===== config.mk =====
export PLATFORM = sky130hd
export DESIGN_NAME = stack_op_sequencer_flat
export DESIGN_NICKNAME = d
export VERILOG_FILES = /design/src/rtl/stack_op_sequencer_if.sv /design/src/rtl/stack_op_sequencer.sv /design/src/flat_wrapper.sv
export SDC_FILE = /design/constraint.sdc
export NUM_CORES = 1
export LEC_CHECK = 0
export BUFFER_PORTS_ARGS = -buffer_cell sky130_fd_sc_hd__buf_2
export CAP_MARGIN = 20
export CORE_ASPECT_RATIO = 1.4
export CORE_MARGIN = 1.5
export CORE_UTILIZATION = 40
export DETAILED_ROUTE_END_ITERATION = 12
export PLACE_DENSITY = 0.64
export SYNTH_ARGS = -nofsm -noshare
export SYNTH_HDL_FRONTEND = slang
export SYNTH_SLANG_ARGS = --single-unit

===== constraint.sdc =====
create_clock -name clk -period 3.6 [get_ports clk]
set_input_delay 0.72 -clock clk [delete_from_list [all_inputs] [get_ports clk]]
set_output_delay 0.72 -clock clk [all_outputs]
set_load 0.02 [all_outputs]

===== src/rtl/stack_op_sequencer_if.sv =====
// Command/response handshake between an instruction decoder and stack_op_sequencer.
// master = decoder side, slave = sequencer side.
interface stack_op_sequencer_if #(
    parameter int WIDTH = 8,
    parameter int DEPTH = 256,
    parameter int IW    = $clog2(DEPTH)
);
    logic             cmd_valid;
    logic             cmd_ready;
    logic [3:0]       cmd_op;
    logic [WIDTH-1:0] cmd_imm;
    logic [IW-1:0]    cmd_index;
    logic             rsp_valid;
    logic [WIDTH-1:0] rsp_data;
    logic [1:0]       rsp_err;
    logic             busy;

    modport master (
        output cmd_valid, cmd_op, cmd_imm, cmd_index,
        input  cmd_ready, rsp_valid, rsp_data, rsp_err, busy
    );

    modport slave (
        input  cmd_valid, cmd_op, cmd_imm, cmd_index,
        output cmd_ready, rsp_valid, rsp_data, rsp_err, busy
    );
endinterface


===== src/rtl/stack_op_sequencer.sv =====
// Sequences stack push/pop/peek/poke strobes for one stack-machine opcode at a time.
// Latency accept->rsp_valid: 1 (NOP/err), 2 (PUSH/DROP/PEEK/POKE), 3 (DUP/OVER), 5 (SWAP/ALU).
// Backpressure: cmd_ready only in IDLE; cmd_valid ignored while busy; response is a 1-cycle pulse.
module stack_op_sequencer #(
    parameter int WIDTH = 8,
    parameter int DEPTH = 256,
    parameter int IW    = $clog2(DEPTH)
) (
    input  logic             clk,
    input  logic             rst,
    stack_op_sequencer_if.slave cmd_if,
    output logic             st_push_en,
    output logic             st_pop_en,
    output logic             st_peek_en,
    output logic             st_poke_en,
    output logic [WIDTH-1:0] st_data_in,
    output logic [IW-1:0]    st_index,
    input  logic [WIDTH-1:0] st_data_out,
    input  logic             st_full,
    input  logic             st_empty,
    input  logic [IW:0]      st_depth
);
    localparam logic [3:0] OP_NOP  = 4'h0;
    localparam logic [3:0] OP_PUSH = 4'h1;
    localparam logic [3:0] OP_DROP = 4'h2;
    localparam logic [3:0] OP_DUP  = 4'h3;
    localparam logic [3:0] OP_SWAP = 4'h4;
    localparam logic [3:0] OP_OVER = 4'h5;
    localparam logic [3:0] OP_ADD  = 4'h6;
    localparam logic [3:0] OP_SUB  = 4'h7;
    localparam logic [3:0] OP_AND  = 4'h8;
    localparam logic [3:0] OP_OR   = 4'h9;
    localparam logic [3:0] OP_XOR  = 4'hA;
    localparam logic [3:0] OP_PEEK = 4'hB;
    localparam logic [3:0] OP_POKE = 4'hC;

    localparam logic [1:0] ERR_OK    = 2'd0;
    localparam logic [1:0] ERR_UNDER = 2'd1;
    localparam logic [1:0] ERR_OVER  = 2'd2;
    localparam logic [1:0] ERR_ILL   = 2'd3;

    localparam logic [IW:0] TWO_ENTRIES = (IW+1)'(2);

    typedef enum logic [2:0] {
        S_IDLE,
        S_LOAD_A,
        S_LOAD_B,
        S_POP,
        S_WR0,
        S_WR1,
        S_DONE
    } state_e;

    state_e           state_q, state_d;
    logic [3:0]       op_q, op_d;
    logic [WIDTH-1:0] imm_q, imm_d;
    logic [IW-1:0]    idx_q, idx_d;
    logic [WIDTH-1:0] a_q, a_d;
    logic [WIDTH-1:0] b_q, b_d;
    logic [WIDTH-1:0] p_q, p_d;
    logic [WIDTH-1:0] r_q, r_d;
    logic [1:0]       err_q, err_d;
    logic [1:0]       chk_err;
    logic             op_is_alu;

    function automatic logic [WIDTH-1:0] alu(input logic [3:0] op,
                                             input logic [WIDTH-1:0] a,
                                             input logic [WIDTH-1:0] b);
        logic [WIDTH-1:0] res;
        res = '0;
        case (op)
            OP_ADD:  res = b + a;
            OP_SUB:  res = b - a;
            OP_AND:  res = b & a;
            OP_OR:   res = b | a;
            OP_XOR:  res = b ^ a;
            default: res = '0;
        endcase
        return res;
    endfunction

    assign op_is_alu = (op_q >= OP_ADD) && (op_q <= OP_XOR);

    // Up-front depth/space check on the offered command, evaluated in the accept cycle.
    always_comb begin
        chk_err = ERR_OK;
        case (cmd_if.cmd_op)
            OP_NOP:  chk_err = ERR_OK;
            OP_PUSH: if (st_full) chk_err = ERR_OVER;
            OP_DROP: if (st_empty) chk_err = ERR_UNDER;
            OP_DUP: begin
                if (st_empty)     chk_err = ERR_UNDER;
                else if (st_full) chk_err = ERR_OVER;
            end
            OP_OVER: begin
                if (st_depth < TWO_ENTRIES) chk_err = ERR_UNDER;
                else if (st_full)           chk_err = ERR_OVER;
            end
            OP_SWAP, OP_ADD, OP_SUB, OP_AND, OP_OR, OP_XOR: begin
                if (st_depth < TWO_ENTRIES) chk_err = ERR_UNDER;
            end
            OP_PEEK, OP_POKE: begin
                if (!({1'b0, cmd_if.cmd_index} < st_depth)) chk_err = ERR_UNDER;
            end
            default: chk_err = ERR_ILL;
        endcase
    end

    always_comb begin
        state_d    = state_q;
        op_d       = op_q;
        imm_d      = imm_q;
        idx_d      = idx_q;
        a_d        = a_q;
        b_d        = b_q;
        p_d        = p_q;
        r_d        = r_q;
        err_d      = err_q;
        st_push_en = 1'b0;
        st_pop_en  = 1'b0;
        st_peek_en = 1'b0;
        st_poke_en = 1'b0;
        st_data_in = '0;
        st_index   = '0;

        case (state_q)
            S_IDLE: begin
                if (cmd_if.cmd_valid) begin
                    op_d  = cmd_if.cmd_op;
                    imm_d = cmd_if.cmd_imm;
                    idx_d = cmd_if.cmd_index;
                    err_d = chk_err;
                    if (chk_err != ERR_OK) begin
                        state_d = S_DONE;
                    end else begin
                        case (cmd_if.cmd_op)
                            OP_PUSH, OP_POKE: state_d = S_WR0;
                            OP_DROP:          state_d = S_POP;
                            OP_OVER:          state_d = S_LOAD_B;
                            OP_DUP, OP_SWAP, OP_PEEK,
                            OP_ADD, OP_SUB, OP_AND, OP_OR, OP_XOR:
                                              state_d = S_LOAD_A;
                            default:          state_d = S_DONE;
                        endcase
                    end
                end
            end
            S_LOAD_A: begin
                st_peek_en = 1'b1;
                st_index   = (op_q == OP_PEEK) ? idx_q : '0;
                a_d        = st_data_out;
                if (op_q == OP_PEEK)     state_d = S_DONE;
                else if (op_q == OP_DUP) state_d = S_WR0;
                else                     state_d = S_LOAD_B;
            end
            S_LOAD_B: begin
                st_peek_en = 1'b1;
                st_index   = IW'(1);
                b_d        = st_data_out;
                if (op_q == OP_OVER || op_q == OP_SWAP) state_d = S_WR0;
                else                                     state_d = S_POP;
            end
            S_POP: begin
                st_pop_en = 1'b1;
                p_d       = st_data_out;
                r_d       = alu(op_q, a_q, b_q);
                state_d   = op_is_alu ? S_WR0 : S_DONE;
            end
            S_WR0: begin
                // After the ALU pop, index 0 already addresses the new top.
                case (op_q)
                    OP_PUSH: begin st_push_en = 1'b1; st_data_in = imm_q; end
                    OP_DUP:  begin st_push_en = 1'b1; st_data_in = a_q;   end
                    OP_OVER: begin st_push_en = 1'b1; st_data_in = b_q;   end
                    OP_SWAP: begin st_poke_en = 1'b1; st_data_in = b_q;   end
                    OP_POKE: begin
                        st_poke_en = 1'b1;
                        st_data_in = imm_q;
                        st_index   = idx_q;
                    end
                    default: begin st_poke_en = 1'b1; st_data_in = r_q;   end
                endcase
                state_d = (op_q == OP_SWAP) ? S_WR1 : S_DONE;
            end
            S_WR1: begin
                st_poke_en = 1'b1;
                st_index   = IW'(1);
                st_data_in = a_q;
                state_d    = S_DONE;
            end
            S_DONE:  state_d = S_IDLE;
            default: state_d = S_IDLE;
        endcase
    end

    always_comb begin
        cmd_if.rsp_data = '0;
        if (state_q == S_DONE && err_q == ERR_OK) begin
            case (op_q)
                OP_PUSH, OP_POKE: cmd_if.rsp_data = imm_q;
                OP_DROP:          cmd_if.rsp_data = p_q;
                OP_DUP, OP_PEEK:  cmd_if.rsp_data = a_q;
                OP_OVER, OP_SWAP: cmd_if.rsp_data = b_q;
                OP_ADD, OP_SUB, OP_AND, OP_OR, OP_XOR:
                                  cmd_if.rsp_data = r_q;
                default:          cmd_if.rsp_data = '0;
            endcase
        end
    end

    assign cmd_if.cmd_ready = (state_q == S_IDLE);
    assign cmd_if.busy      = (state_q != S_IDLE);
    assign cmd_if.rsp_valid = (state_q == S_DONE);
    assign cmd_if.rsp_err   = (state_q == S_DONE) ? err_q : ERR_OK;

    always_ff @(posedge clk) begin
        if (rst) begin
            state_q <= S_IDLE;
            op_q    <= '0;
            imm_q   <= '0;
            idx_q   <= '0;
            a_q     <= '0;
            b_q     <= '0;
            p_q     <= '0;
            r_q     <= '0;
            err_q   <= '0;
        end else begin
            state_q <= state_d;
            op_q    <= op_d;
            imm_q   <= imm_d;
            idx_q   <= idx_d;
            a_q     <= a_d;
            b_q     <= b_d;
            p_q     <= p_d;
            r_q     <= r_d;
            err_q   <= err_d;
        end
    end
endmodule


===== src/flat_wrapper.sv =====
// flat-port wrapper written by rule: the top's interface ports become plain ports
module stack_op_sequencer_flat 
#(
    parameter int WIDTH = 8,
    parameter int DEPTH = 256,
    parameter int IW    = $clog2(DEPTH)
)
  (clk, rst, st_push_en, st_pop_en, st_peek_en, st_poke_en, st_data_in, st_index, st_data_out, st_full, st_empty, st_depth, cmd_if_cmd_valid, cmd_if_cmd_op, cmd_if_cmd_imm, cmd_if_cmd_index, cmd_if_cmd_ready, cmd_if_rsp_valid, cmd_if_rsp_data, cmd_if_rsp_err, cmd_if_busy);
  stack_op_sequencer_if #(.WIDTH(WIDTH), .DEPTH(DEPTH), .IW(IW)) cmd_if_i ();
  input  logic clk;
  input  logic rst;
  output logic st_push_en;
  output logic st_pop_en;
  output logic st_peek_en;
  output logic st_poke_en;
  output logic [WIDTH-1:0] st_data_in;
  output logic [IW-1:0] st_index;
  input  logic [WIDTH-1:0] st_data_out;
  input  logic st_full;
  input  logic st_empty;
  input  logic [IW:0] st_depth;
  input wire logic [$bits(cmd_if_i.cmd_valid)-1:0] cmd_if_cmd_valid;
  input wire logic [$bits(cmd_if_i.cmd_op)-1:0] cmd_if_cmd_op;
  input wire logic [$bits(cmd_if_i.cmd_imm)-1:0] cmd_if_cmd_imm;
  input wire logic [$bits(cmd_if_i.cmd_index)-1:0] cmd_if_cmd_index;
  output wire logic [$bits(cmd_if_i.cmd_ready)-1:0] cmd_if_cmd_ready;
  output wire logic [$bits(cmd_if_i.rsp_valid)-1:0] cmd_if_rsp_valid;
  output wire logic [$bits(cmd_if_i.rsp_data)-1:0] cmd_if_rsp_data;
  output wire logic [$bits(cmd_if_i.rsp_err)-1:0] cmd_if_rsp_err;
  output wire logic [$bits(cmd_if_i.busy)-1:0] cmd_if_busy;
  assign cmd_if_i.cmd_valid = cmd_if_cmd_valid;
  assign cmd_if_i.cmd_op = cmd_if_cmd_op;
  assign cmd_if_i.cmd_imm = cmd_if_cmd_imm;
  assign cmd_if_i.cmd_index = cmd_if_cmd_index;
  assign cmd_if_cmd_ready = cmd_if_i.cmd_ready;
  assign cmd_if_rsp_valid = cmd_if_i.rsp_valid;
  assign cmd_if_rsp_data = cmd_if_i.rsp_data;
  assign cmd_if_rsp_err = cmd_if_i.rsp_err;
  assign cmd_if_busy = cmd_if_i.busy;
  stack_op_sequencer #(.WIDTH(WIDTH), .DEPTH(DEPTH), .IW(IW)) u_core (.clk(clk), .rst(rst), .cmd_if(cmd_if_i), .st_push_en(st_push_en), .st_pop_en(st_pop_en), .st_peek_en(st_peek_en), .st_poke_en(st_poke_en), .st_data_in(st_data_in), .st_index(st_index), .st_data_out(st_data_out), .st_full(st_full), .st_empty(st_empty), .st_depth(st_depth));
endmodule

### Word level (Yosys, flattened, before mapping)

Memories as Yosys holds them, arrays and structs flattened.
Cells that the tools add are included.
Widths: inputs -> output; s select.

| operators by class | value |
|---|---|
| order comparisons | 4 |
| multiplexer cells | 30 |
| add/subtract/negate cells | 2 |
| bitwise gates (word level) | 3 |
| reduce and logical (&&, ||, !) cells | 18 |
| eq/ne operators | 31 |

Operators with widths:

| kind | count |
|---|---|
| $pmux 8 s5 | 2 |
| $pmux 8 s3 | 2 |
| $eq 4x4->1 const B | 10 |
| $eq 4x3->1 const B | 8 |
| $mux 8 | 3 |
| $pmux 3 s6 | 1 |
| $eq 4x2->1 const B | 4 |
| $pmux 8 s2 | 1 |
| $mux 3 | 5 |
| $pmux 2 s7 | 1 |
| $mux 2 | 6 |
| $reduce_or 2->1 | 6 |
| $eq 3x3->1 const B | 3 |
| $lt 8x9->1 | 1 |
| $lt 9x2->1 const B | 1 |
| $add 8x8->8 | 1 |
| $and 8x8->8 | 1 |
| $eq 4x1->1 const B | 2 |
| $mux 1 | 8 |
| $or 8x8->8 | 1 |
| $sub 8x8->8 | 1 |
| $xor 8x8->8 | 1 |
| $eq 3x2->1 const B | 2 |
| $reduce_or 6->1 | 1 |
| other kinds (15) | 16 |

| storage, ports and cells | value |
|---|---|
| memory bits (read-only) | 48 |
| memories kept | 1 |
| flip-flop bits (word level) | 57 |
| input port bits | 42 |

Memories:

| memory | words | bits a word | rd ports | clocked after Yosys merged registers in | write ports | line | RTL |
|---|---|---|---|---|---|---|---|
| (no name shown) | 16 | 3 | 1 | 0 | 0 | stack_op_sequencer.sv:136 | `case (cmd_if.cmd_op)` |

### Longest topological paths before layout

| logic depth | value |
|---|---|
| depth in word-level cells | 7 |
| depth in mapped cells | 10 |

### Worst setup path after synthesis

Ideal clock, no wire load.

| timing path | value |
|---|---|
| kind | register to register |
| from | reg u_core.op_q[3] |
| to | reg u_core.r_q[6] |
| path buffers | 1 |
| slack | 1.115 ns |
| library setup time | 0.127 ns |
| arrival | 2.358 ns |
| stages on the path, launching flop included | 10 |
| cell sequence | dfxtp_1 -> and4b_1 -> buf_2 -> mux2i_1 -> fa_1 -> a211oi_1 -> o21ai_0 -> a21oi_1 -> and4bb_2 -> or3b_1 |

| between the ends | value |
|---|---|
| word-level cells in the longest chain between the ends | 2 |
| elaborated cells on any way between the ends | 6 |
| those cells by class | eq/ne (5); mux (1) |

Ends and longest elaborated chain:

| what | line | RTL |
|---|---|---|
| start: declaration | stack_op_sequencer.sv:55 | `logic [3:0] op_q, op_d;` |
| start signal: assignment | stack_op_sequencer.sv:229 | `op_q <= op_d;` |
| $eq 4x4->1 / $eq 4x3->1 (equally long branches) | stack_op_sequencer.sv:71 | `case (op)` |
| $pmux 8 s5 (*) | stack_op_sequencer.sv:71 |  |
| end signal: assignment | stack_op_sequencer.sv:235 | `r_q <= r_d;` |
| end: declaration | stack_op_sequencer.sv:61 | `logic [WIDTH-1:0] r_q, r_d;` |

Mark *: on every way between the ends. The rest lies on a longest branch, timed or not.
A chain may end at the register's enable or synchronous reset.

### Worst setup path in the final report

| timing path | value |
|---|---|
| from | reg u_core.op_q[2] |
| to | out st_data_in[4] |

| between the ends | value |
|---|---|
| word-level cells in the longest chain between the ends | 4 |
| elaborated cells on any way between the ends | 9 |
| those cells by class | eq/ne (5); mux (2); reduce/logical (2) |

Ends and longest elaborated chain:

| what | line | RTL |
|---|---|---|
| $eq 4x1->1 (tied with other cells) | stack_op_sequencer.sv:171 | `case (op_q)` |
| $reduce_or 2->1 (no line) | - |  |
| $pmux 8 s3 (*) | stack_op_sequencer.sv:171 |  |
| $pmux 8 s2 (*) | stack_op_sequencer.sv:126 | `case (state_q)` |
| end: declaration | flat_wrapper.sv:16 | `output logic [WIDTH-1:0] st_data_in;` |

Marks and branches as above.

==> impl_metrics.json <==
{
  "status": "completed",
  "grtUsageMet1_pct": 27.99,
  "viasPerCell": 5.606,
  "post_cts_resized": 0,
  "fmax_mhz": 310.7,
  "synth_edf_count": 0,
  "grt_usage_pct": 25.30,
  "tightest_slew_ps": 832.3,
  "clkSinkCount": 57,
  "final_nets": 694,
  "p_seq_share_pct": 28.6,
  "cts_buffer_depth": 2,
  "setup_tns_ps": 0,
  "switching_power_mw": 1.517,
  "routedWlPerCell_um": 17.33,
  "core_mm2": 0.01029,
  "ys_warn_count": 0,
  "switching_share_pct": 44.17,
  "rsz0062_at_grt": "no",
  "vdd_ir_drop_max_mv": 0.5223,
  "vias": 4277,
  "grt_max_degree": 34,
  "ys_ff_latch": 57,
  "cts_root_buf": "clkbuf_16",
  "worstReg2RegEnd": "u_core.r_q[6]$_SDFFE_PP0P_",
  "crit_end": "st_data_in[4]",
  "clock_skew_ps": 4.413,
  "clkPwrFrac_pct": 22.7,
  "h-tree-depth": 3,
  "ys_seq_area_share_pct": 27.31,
  "synth_flop_cell": "dfxtp_1",
  "overflow": 0,
  "post-route-period-util_pct": 89.41,
  "synth_area_leaders": "dfxtp_1, nand2_1, a21oi_1",
  "p_leak_nw": 1.939,
  "ant_nets": 0,
  "gp_congestion": 0.9364,
  "r2r_cells": 8,
  "pwr_density_cell_mw_per_mm2": 703.5,
  "hold_slack_ps": 451.3,
  "cp_max_fo": 17,
  "clkSlewWorstSetupHoldPaths_ps": 50,
  "async_flop_share_pct": 0,
  "muxShareOfSynthArea_pct": 0.9880,
  "drive_gt1_share_pct": 18.88,
  "avgSynthCellArea_um2": 7.436,
  "antenna_found_initial": 0,
  "initial_utilization_pct": 40.59,
  "die_w_um": 89.39,
  "antenna_cells": 0,
  "die_area_mm2": 0.01108,
  "critical_path_required_ps": 2880,
  "die_h_um": 123.9,
  "crit_start": "u_core.op_q[2]$_SDFFE_PP0P_",
  "setup_violations": 0,
  "path_class": "flip-flop to primary output",
  "cap_viol_max_count": 0,
  "dp_hpwl_um": 9906,
  "io_pins": 75,
  "start_kind": "flip-flop",
  "report.final.hold_viol_count": 0,
  "use_met3_pct": 4.904,
  "synth_top_family_by_area": "compound AO/OA/AOI/OAI gates",
  "regToRegStartpoint": "u_core.op_q[2]$_SDFFE_PP0P_",
  "min_path_type": "flip-flop to flip-flop",
  "ctsHoldBuffers": 0,
  "port_buffers": 74,
  "drt_iter0_drc": 320,
  "routed_wl_um": 13220,
  "synth.cell_area_mm2": 0.004179,
  "p_comb_share_pct": 48.7,
  "cp_data_arrival_time_ps": 2500,
  "num_rows": 44,
  "synth_top_area_share_pct": 27.31,
  "slew_viol_final": 0,
  "synthesis.nets": 636,
  "synth_simple_gate_area_share_pct": 25.45,
  "fin_util_pct": 47.42,
  "yosysTopAreaCell": "dfxtp_1",
  "p_int_mw": 1.918,
  "synthCells": 562,
  "cts_tree": "yes",
  "post_cts_buffers": 0,
  "clkLatencyLatePin_ps": 340,
  "cts_made_buffers": 9,
  "maxSlewHeadroom_pct": 44.27,
  "worst-r2r-setup-slack_ps": 590,
  "area.growth.synth_to_final_pct": 16.83,
  "grt-busiest-layer": "met2",
  "synth_compound_area_share_pct": 27.37,
  "synthAdderAreaFrac_pct": 9.760,
  "drc": 0,
  "first_pass_iters": 5,
  "yosys.area_share.xor_xnor_pct": 2.096,
  "grtUsageMet2_pct": 42.53,
  "endpoint_kind": "primary output",
  "grt_pass1_wl_um": 20800,
  "finalCriticalPeriod_ps": 3219,
  "yosysUniqueCellTypes": 73,
  "grt_pass1_vias": 4105
}
==> layout by cell type, fill, tap and decap left out, types with 4 or more instances in the layout <==
cell / n
ha_1: 31
a31oi_1: 11
inv_1: 28
a21boi_0: 9
a22oi_1: 10
nor2_1: 33
nand2b_1: 5
and2_1: 9
clkbuf_16: 9
a21o_1: 4
nor2b_1: 4
buf_4: 9
nand2_1: 112
xnor2_1: 9
a21oi_1: 82
nor4_1: 6
nor3b_1: 11
dfxtp_1: 57
buf_2: 74
o21ai_0: 17
a211oi_1: 11
o21ai_1: 5
==> metal layers <==
metal	vias to the layer above	part of all wire, %
li1	2096	-
met4	0	6.1
met5	-	0
met3	50	5.4
met1	1959	38
met2	172	50
==> sequential cells by signal (all words and copies together) (netlist names) <==
register and flops:
u_core.a_q 8, u_core.imm_q 8, u_core.b_q 8, u_core.p_q 8, u_core.idx_q 8, u_core.r_q 8, u_core.state_q 3, u_core.op_q 4
u_core.err_q 2
==> worst max-delay path: stages (launching register included) <==
cell      delay [ps]
dfxtp_1          600
nor3b_1          570
buf_4            280
a22oi_1           90
a21boi_0         140
o21ai_0          260
buf_2            220
==> cells by family after synthesis <==
group	Yosys count
simple gates	215
mux	4
flops	57
xor+xnor	10
buf+inv	66
compound gates	178
fa+ha+maj	32
==> how the worst min path moves through the flow <==
stage / endpoint / cells after the start / start / slack (ps)
floorplan: u_core.p_q[0]$_SDFFE_PP0P_ / 2 / u_core.p_q[0]$_SDFFE_PP0P_ / 430
global placement: u_core.idx_q[2]$_SDFFE_PP0P_ / 2 / u_core.idx_q[2]$_SDFFE_PP0P_ / 440
detailed placement: u_core.idx_q[2]$_SDFFE_PP0P_ / 2 / u_core.idx_q[2]$_SDFFE_PP0P_ / 440
CTS: u_core.idx_q[3]$_SDFFE_PP0P_ / 2 / u_core.idx_q[3]$_SDFFE_PP0P_ / 450
global route: u_core.idx_q[4]$_SDFFE_PP0P_ / 2 / u_core.idx_q[4]$_SDFFE_PP0P_ / 480
finish: u_core.idx_q[2]$_SDFFE_PP0P_ / 2 / u_core.idx_q[2]$_SDFFE_PP0P_ / 450
==> power groups by stage <==
stage	Combinational [mW]	Sequential, mW	Clock, mW
floorplan	1.36	0.861	0
global placement	1.63	0.982	0
detailed placement	1.65	0.989	0
CTS	1.66	0.977	0.794
global route	1.88	1.00	0.810
finish	1.67	0.982	0.781
==> synth_stat cells (all sizes together), types with 2 or more instances <==
cell     number
a2111oi       3
o21ai        22
nor3b        12
inv          30
nand2b        7
and3          3
ha           31
nand3b        3
dfxtp        57
a21boi       10
a311oi        3
and2         10
or4           2
clkbuf       17
nor4b         2
mux2i         3
nand4         2
o211ai        3
nor3          6
o2111ai       2
buf          19
nor2         34
a31oi        11
nor2b         4
xnor2         9
nor4          6
nand2       112
a211oi       11
a21oi        83
or2           3
a21o          4
a221oi        2
or3b          2
a22oi        10
==> area by class of cell <==
type	instances	area, um^2
Clock inverter	5	31.28
Tap cell	138	172.7
Sequential cell	57	1141
Multi-Input combinational cell	439	2744
Fill cell	1038	5413
Clock buffer	11	242.7
Timing Repair Buffer	83	437.9
Inverter	30	112.6
==> stage by stage <==
step / std cells / setup slack (ps) / power (mW) / area, um^2
3_5_place_dp: 747 / 646.8 / 2.637 / 4608
6_report: 763 / 381.1 / 3.434 / 4882
2_1_floorplan: 562 / 1115 / 2.222 / 4179
3_3_place_gp: 747 / 713.8 / 2.611 / 4608
4_1_cts: 763 / 403.5 / 3.431 / 4882
5_1_grt: 763 / 162.6 / 3.688 / 4882
No activity file was read; power rests on OpenSTA's default activity.
